File: src/rtl/fetch_stage.sv
// fetch_stage: instruction-fetch stage of the 5-stage RV32I pipeline.
//   Owns PCF, issues single-outstanding requests to instruction memory,
//   absorbs memory latency and hazard stalls/flushes, discards responses
//   made stale by an Execute redirect, and drives the IF/ID register.
//
// Ports:
//   clk, rst                 clock (rising edge), async active-high reset
//   StallF, StallD, FlushD   hazard-unit controls
//   PCSrcE, PCTargetE        Execute-stage redirect and its target
//   imem_req, imem_addr      request strobe (one cycle per request) and address
//   imem_rvalid, imem_rdata  in-order response, >=1 cycle after the request
//   InstrD, PCD, PCPlus4D    IF/ID register contents
//   ValidD                   IF/ID holds a real instruction (0 = bubble)
//
// Optional feature macro FETCH_PERF_EN: adds FetchCountF (deliveries) and
// BubbleCountF (non-flush bubbles loaded into IF/ID), both wrapping 32-bit.
//
// state | meaning
// ------+-------------------------------------------------------------
// ISSUE | no request outstanding; issue one at PCF unless stalled/redirected
// WAIT  | request at PCF outstanding, response still wanted
// DROP  | request outstanding but stale after a redirect; discard response
// HOLD  | response captured in hold buffer, waiting for IF/ID to accept it

module fetch_stage #(
  parameter logic [31:0] RESET_PC  = 32'h0000_0000,
  parameter logic [31:0] NOP_INSTR = 32'h0000_0013
) (
  input  logic        clk,
  input  logic        rst,
  input  logic        StallF,
  input  logic        StallD,
  input  logic        FlushD,
  input  logic        PCSrcE,
  input  logic [31:0] PCTargetE,
  output logic        imem_req,
  output logic [31:0] imem_addr,
  input  logic        imem_rvalid,
  input  logic [31:0] imem_rdata,
  output logic [31:0] InstrD,
  output logic [31:0] PCD,
  output logic [31:0] PCPlus4D,
  output logic        ValidD
`ifdef FETCH_PERF_EN
  ,
  output logic [31:0] FetchCountF,
  output logic [31:0] BubbleCountF
`endif
);

  localparam logic [1:0] ST_ISSUE = 2'd0;
  localparam logic [1:0] ST_WAIT  = 2'd1;
  localparam logic [1:0] ST_DROP  = 2'd2;
  localparam logic [1:0] ST_HOLD  = 2'd3;

  logic [1:0]  state_q, state_d;
  logic [31:0] pcf_q, pcf_d;
  logic [31:0] hold_q, hold_d;
  logic [31:0] instr_q, instr_d;
  logic [31:0] pcd_q, pcd_d;
  logic [31:0] pcp4_q, pcp4_d;
  logic        valid_q, valid_d;

  logic [31:0] pc_target;
  logic [31:0] pcf_plus4;
  logic        deliver_ok;
  logic        deliver;
  logic [31:0] deliver_instr;
  logic        issue;

  // Low target bits are dropped; PCF stays word aligned.
  logic unused_target_lsbs;
  assign unused_target_lsbs = ^PCTargetE[1:0];

  assign pc_target  = {PCTargetE[31:2], 2'b00};
  assign pcf_plus4  = pcf_q + 32'd4;
  // IF/ID can accept a new instruction only when decode is neither
  // stalled nor flushed and no redirect is in progress.
  assign deliver_ok = !StallD && !FlushD && !PCSrcE;

  always_comb begin
    state_d       = state_q;
    pcf_d         = pcf_q;
    hold_d        = hold_q;
    deliver       = 1'b0;
    deliver_instr = hold_q;
    issue         = 1'b0;

    case (state_q)
      ST_ISSUE: begin
        // A response arriving here is a protocol violation and is ignored.
        if (PCSrcE) begin
          pcf_d = pc_target;
        end else if (!StallF) begin
          issue   = 1'b1;
          state_d = ST_WAIT;
        end
      end
      ST_WAIT: begin
        if (imem_rvalid) begin
          if (PCSrcE) begin
            pcf_d   = pc_target;
            state_d = ST_ISSUE;
          end else if (deliver_ok) begin
            deliver       = 1'b1;
            deliver_instr = imem_rdata;
            state_d       = ST_ISSUE;
          end else begin
            hold_d  = imem_rdata;
            state_d = ST_HOLD;
          end
        end else if (PCSrcE) begin
          pcf_d   = pc_target;
          state_d = ST_DROP;
        end
      end
      ST_DROP: begin
        // A further redirect retargets PCF; the outstanding response is
        // still owed by the memory and must be swallowed first.
        if (PCSrcE) begin
          pcf_d = pc_target;
        end
        if (imem_rvalid) begin
          state_d = ST_ISSUE;
        end
      end
      ST_HOLD: begin
        if (PCSrcE) begin
          pcf_d   = pc_target;
          state_d = ST_ISSUE;
        end else if (deliver_ok && !StallF) begin
          deliver       = 1'b1;
          deliver_instr = hold_q;
          state_d       = ST_ISSUE;
        end
      end
      default: begin
        state_d = ST_ISSUE;
      end
    endcase

    if (deliver) begin
      pcf_d = pcf_plus4;
    end
  end

  always_comb begin
    instr_d = instr_q;
    pcd_d   = pcd_q;
    pcp4_d  = pcp4_q;
    valid_d = valid_q;
    if (FlushD) begin
      instr_d = NOP_INSTR;
      valid_d = 1'b0;
    end else if (!StallD) begin
      if (deliver) begin
        instr_d = deliver_instr;
        pcd_d   = pcf_q;
        pcp4_d  = pcf_plus4;
        valid_d = 1'b1;
      end else begin
        instr_d = NOP_INSTR;
        valid_d = 1'b0;
      end
    end
  end

  always_ff @(posedge clk or posedge rst) begin
    if (rst) begin
      state_q <= ST_ISSUE;
      pcf_q   <= RESET_PC;
      hold_q  <= 32'd0;
      instr_q <= NOP_INSTR;
      pcd_q   <= 32'd0;
      pcp4_q  <= 32'd0;
      valid_q <= 1'b0;
    end else begin
      state_q <= state_d;
      pcf_q   <= pcf_d;
      hold_q  <= hold_d;
      instr_q <= instr_d;
      pcd_q   <= pcd_d;
      pcp4_q  <= pcp4_d;
      valid_q <= valid_d;
    end
  end

  // Request is combinational so a 1-cycle memory sustains one instruction
  // every two cycles; it is forced low while reset is held.
  assign imem_req  = issue && !rst;
  assign imem_addr = pcf_q;
  assign InstrD    = instr_q;
  assign PCD       = pcd_q;
  assign PCPlus4D  = pcp4_q;
  assign ValidD    = valid_q;

`ifdef FETCH_PERF_EN
  logic [31:0] fetch_cnt_q, fetch_cnt_d;
  logic [31:0] bubble_cnt_q, bubble_cnt_d;

  always_comb begin
    fetch_cnt_d  = fetch_cnt_q;
    bubble_cnt_d = bubble_cnt_q;
    if (deliver) begin
      fetch_cnt_d = fetch_cnt_q + 32'd1;
    end
    if (!FlushD && !StallD && !deliver) begin
      bubble_cnt_d = bubble_cnt_q + 32'd1;
    end
  end

  always_ff @(posedge clk or posedge rst) begin
    if (rst) begin
      fetch_cnt_q  <= 32'd0;
      bubble_cnt_q <= 32'd0;
    end else begin
      fetch_cnt_q  <= fetch_cnt_d;
      bubble_cnt_q <= bubble_cnt_d;
    end
  end

  assign FetchCountF  = fetch_cnt_q;
  assign BubbleCountF = bubble_cnt_q;
`endif

endmodule

File: config.mk
export PLATFORM = sky130hd
export DESIGN_NAME = fetch_stage
export DESIGN_NICKNAME = d
export VERILOG_FILES = /design/src/rtl/fetch_stage.sv
export SDC_FILE = /design/constraint.sdc
export NUM_CORES = 1
export LEC_CHECK = 0
export CORE_MARGIN = 8
export CORE_UTILIZATION = 48
export DETAILED_ROUTE_END_ITERATION = 8
export MAX_ROUTING_LAYER = met4
export PLACE_DENSITY = 0.8
export SETUP_SLACK_MARGIN = 0.3
export SYNTH_ARGS = -nofsm -noshare
export SYNTH_HDL_FRONTEND = slang
export SYNTH_SLANG_ARGS = --single-unit
export TNS_END_PERCENT = 20
File: constraint.sdc
create_clock -name clk -period 6.6 [get_ports clk]
set_clock_uncertainty 0.1 [all_clocks]
set_input_delay 1.32 -clock clk [delete_from_list [all_inputs] [get_ports clk]]
set_output_delay 1.32 -clock clk [all_outputs]
set_load 0.005 [all_outputs]
==> summary.txt <==
Logic synthesis
  – Count of different cell masters after synthesis: 55
  – Synth Area per Inst: 10.3 um2
  – Mapped Area: 7140 um2
  – Ys flop type: dfrtp_1
  – Async S/R FF share, synth: 100%
  – Synth Warn #: 0
  – Post-synthesis register bit count: 157
  – Cells after Synth: 696
  – Most frequent cells after synthesis: 163 x nand2_1, 154 x dfrtp_1, 71 x o21ai_0
  – Number of synthesized flops with an enable pin: 0
  – Synth top area share: 54.0%
  – Dominant cell type by area after synthesis: dfrtp_1
  – Most common cell in the netlist: nand2_1
  – Largest cells by area after synthesis: dfrtp_1 54%, nand2_1 8.6%, mux2_2 5.0%
  – Register area share after synthesis: 55.1%

Route
  – Post-route ant nets: 0
  – Routed vias/inst: 5.41
  – Drc violations: 0
  – Total Wirelength: between 15 and 20 mm
  – Initial DRC count: 410
  – Avg WL per Cell: 18.7 um
  – First-pass DRT Iterations: 5
  – DR vias: 5741

Clocking
  – Max clock buf depth: 2
  – Cts bufs inserted: 17
  – Post-cts resize count: 0
  – Clk Latency, worst-skew pair: 420 ps
  – H-tree Lvls: 4
  – CTS tree: built
  – Hold Buf Count CTS: 0
  – Post-CTS setup buffers: 0
  – Clock-pin slew on the worst setup and hold paths: about 60 ps
  – CTS sink count: roughly 160
  – CTS root buf: clkbuf_16

Setup path
  – Worst R2R End: imem_addr[6]
  – Critical Path End: imem_req
  – Setup slack, reg-to-reg: between 3000 and 4000 ps
  – Worst EP required: 5180 ps
  – Crit path capture type: output pin
  – Critical path class: in -> out
  – Top delay family on crit path: buffers and inverters
  – Critical path origin: PCSrcE
  – Crit-path slowest cell: clkdlybuf4s50_1
  – CP max stage delay: 640 ps
  – Crit start category: input port
  – Worst reg2reg startpoint: state_q[1]
  – Critical Path AT: around 3200 ps
  – Most used cell, CP: clkdlybuf4s50_1
  – Cell depth of the worst setup path: 4
  – Critical Path, Cell by Cell: clkdlybuf4s50_1, or2_2, nor3b_1, clkdlybuf4s50_1
  – CP bufs+invs: 2
  – Reg2Reg Depth: 8
  – Worst-path maximum fanout: 9

Floorplanning
  – DIE HEIGHT: 138 um
  – Initial Util: slightly below 50%
  – Top Ports: 201
  – Die area: 19000 um2
  – Die width: 138 um
  – Core area: 14500 um2
  – # rows: 44

Timing
  – Setup tns final: 0 ps
  – Final setup fails: 0
  – Slew @ Worst Pin: between 1000 and 1500 ps
  – Fin crit period: ~4600 ps
  – Max Fclk: 216 MHz
  – Hold slack: approximately 360 ps
  – Fin. Hold Viols: 0
  – Slew Limit Headroom: 26.9%
  – RSZ-0062 raised after global routing: false
  – Final number of max-transition violations: 0
  – Final Cycle Share: a little over two thirds

Final layout
  – Nets: 940
  – # diodes: 0
  – Cell area after layout: 9670 um2
  – Fraction of layout cells with a size suffix above 1: between 10% and 20%
  – Area growth syn-to-layout: 35.5%
  – Filler cell count: 1123

Placed design
  – DP Wirelength: 13.8 mm
  – Placed cell areas: 9120 um2
  – IO buf count: around 190
  – GPL Wtd Cong: 0.785

Min path
  – Min-delay worst type: reg -> reg

Global routing
  – Overflow after GRT: 0
  – Initial antenna violation count: 0
  – Largest net degree at the start of global routing: 115
  – First-pass GRT wire length: 31.3 mm
  – Vias in the first global route: ~5.8k
  – All-Layer GR Usage: between 20% and 30%

Pwr
  – Tot Pwr: 3.48 mW
  – Cell Pwr Density: around 360 nW/um2
  – VDD IR-drop max: 0.182 mV
  – Pleak: ~4.0 nW

Status
  – Status: complete, no violations

Job
  – Max_cap viols: 0
-- metal layers --
layer	part of all wire [%]	track usage, %	routed length [um]
met5	0	-	0
met4	2.5	9.13	492
met3	5.9	4.89	1180
met2	47	32.7	9290
met1	45	28.5	8920
-- logic make-up after synthesis --
family	synth area share, %
buffers and inverters	4.52
and+or+nand+nor	15.3
DFF	55.1
xor gates and xnor gates	3.19
muxes	9.68
adders and majority gates	0.876
AOI/OAI and AO/OA	11.3
other	0.0525
-- flip-flops by register name, summed over array words and instances (netlist names) --
| register | count |
|---|---|
| InstrD | 32 |
| hold_q | 32 |
| imem_addr | 30 |
| PCD | 30 |
| state_q | 2 |
| PCPlus4D | 30 |
| ValidD | 1 |
-- cells in the final DEF (no fill, tap or decap), types with 9 or more instances in the layout --
cell type        count
nor3_1              12
o22ai_1              9
dfrtp_1            154
nor2_1              18
mux2_2              32
clkbuf_16           17
nand2_1            163
mux2i_1             33
xnor2_1             22
a21oi_1             24
o21ai_0             71
clkdlybuf4s50_1    192
nand4_1             11
-- stage by stage --
stage	cells	utilization (%)	worst slack, ps
after floorplan	701	-	950
after global placement	1029	62.8	2020
after detailed placement	1029	62.8	1990
after CTS	1061	66.5	1970
after global routing	1061	66.5	1860
final	1061	66.5	1970
-- cell type report --
type	instances	area [um2]	share of cell area, %
Timing Repair Buffer	199	1970	20.4
Inverter	10	42.5	0.440
Tap cell	184	230	2.38
Multi-Input combinational cell	479	2940	30.4
Sequential cell	157	3930	40.7
Clock inverter	8	57.6	0.595
Clock buffer	24	492	5.08
-- worst min-delay path, stage by stage, from the launching register on --
cell and delay (ps):
dfrtp_1 340, nand2_1 50, nand2_1 50
-- report_power, final --
part / total (mW) / internal (mW) / switching (mW)
registers: 1.50 / 1.29 / 0.214
clock network: 0.912 / 0.522 / 0.390
logic: 1.06 / 0.647 / 0.418
total: 3.48 / 2.46 / 1.02
-- worst min path at each step --
stage / startpoint / endpoint / slack [ps] / depth (start not counted)
6_report: PCD[18] / PCD[18] / 360 / 2
5_1_grt: PCD[2] / PCD[2] / 390 / 2
4_1_cts: PCD[18] / PCD[18] / 370 / 2
3_5_place_dp: PCD[18] / PCD[18] / 360 / 2
3_3_place_gp: PCD[11] / PCD[11] / 350 / 2
2_1_floorplan: PCD[10] / PCD[10] / 360 / 2
(Power assumes the default switching activity.)
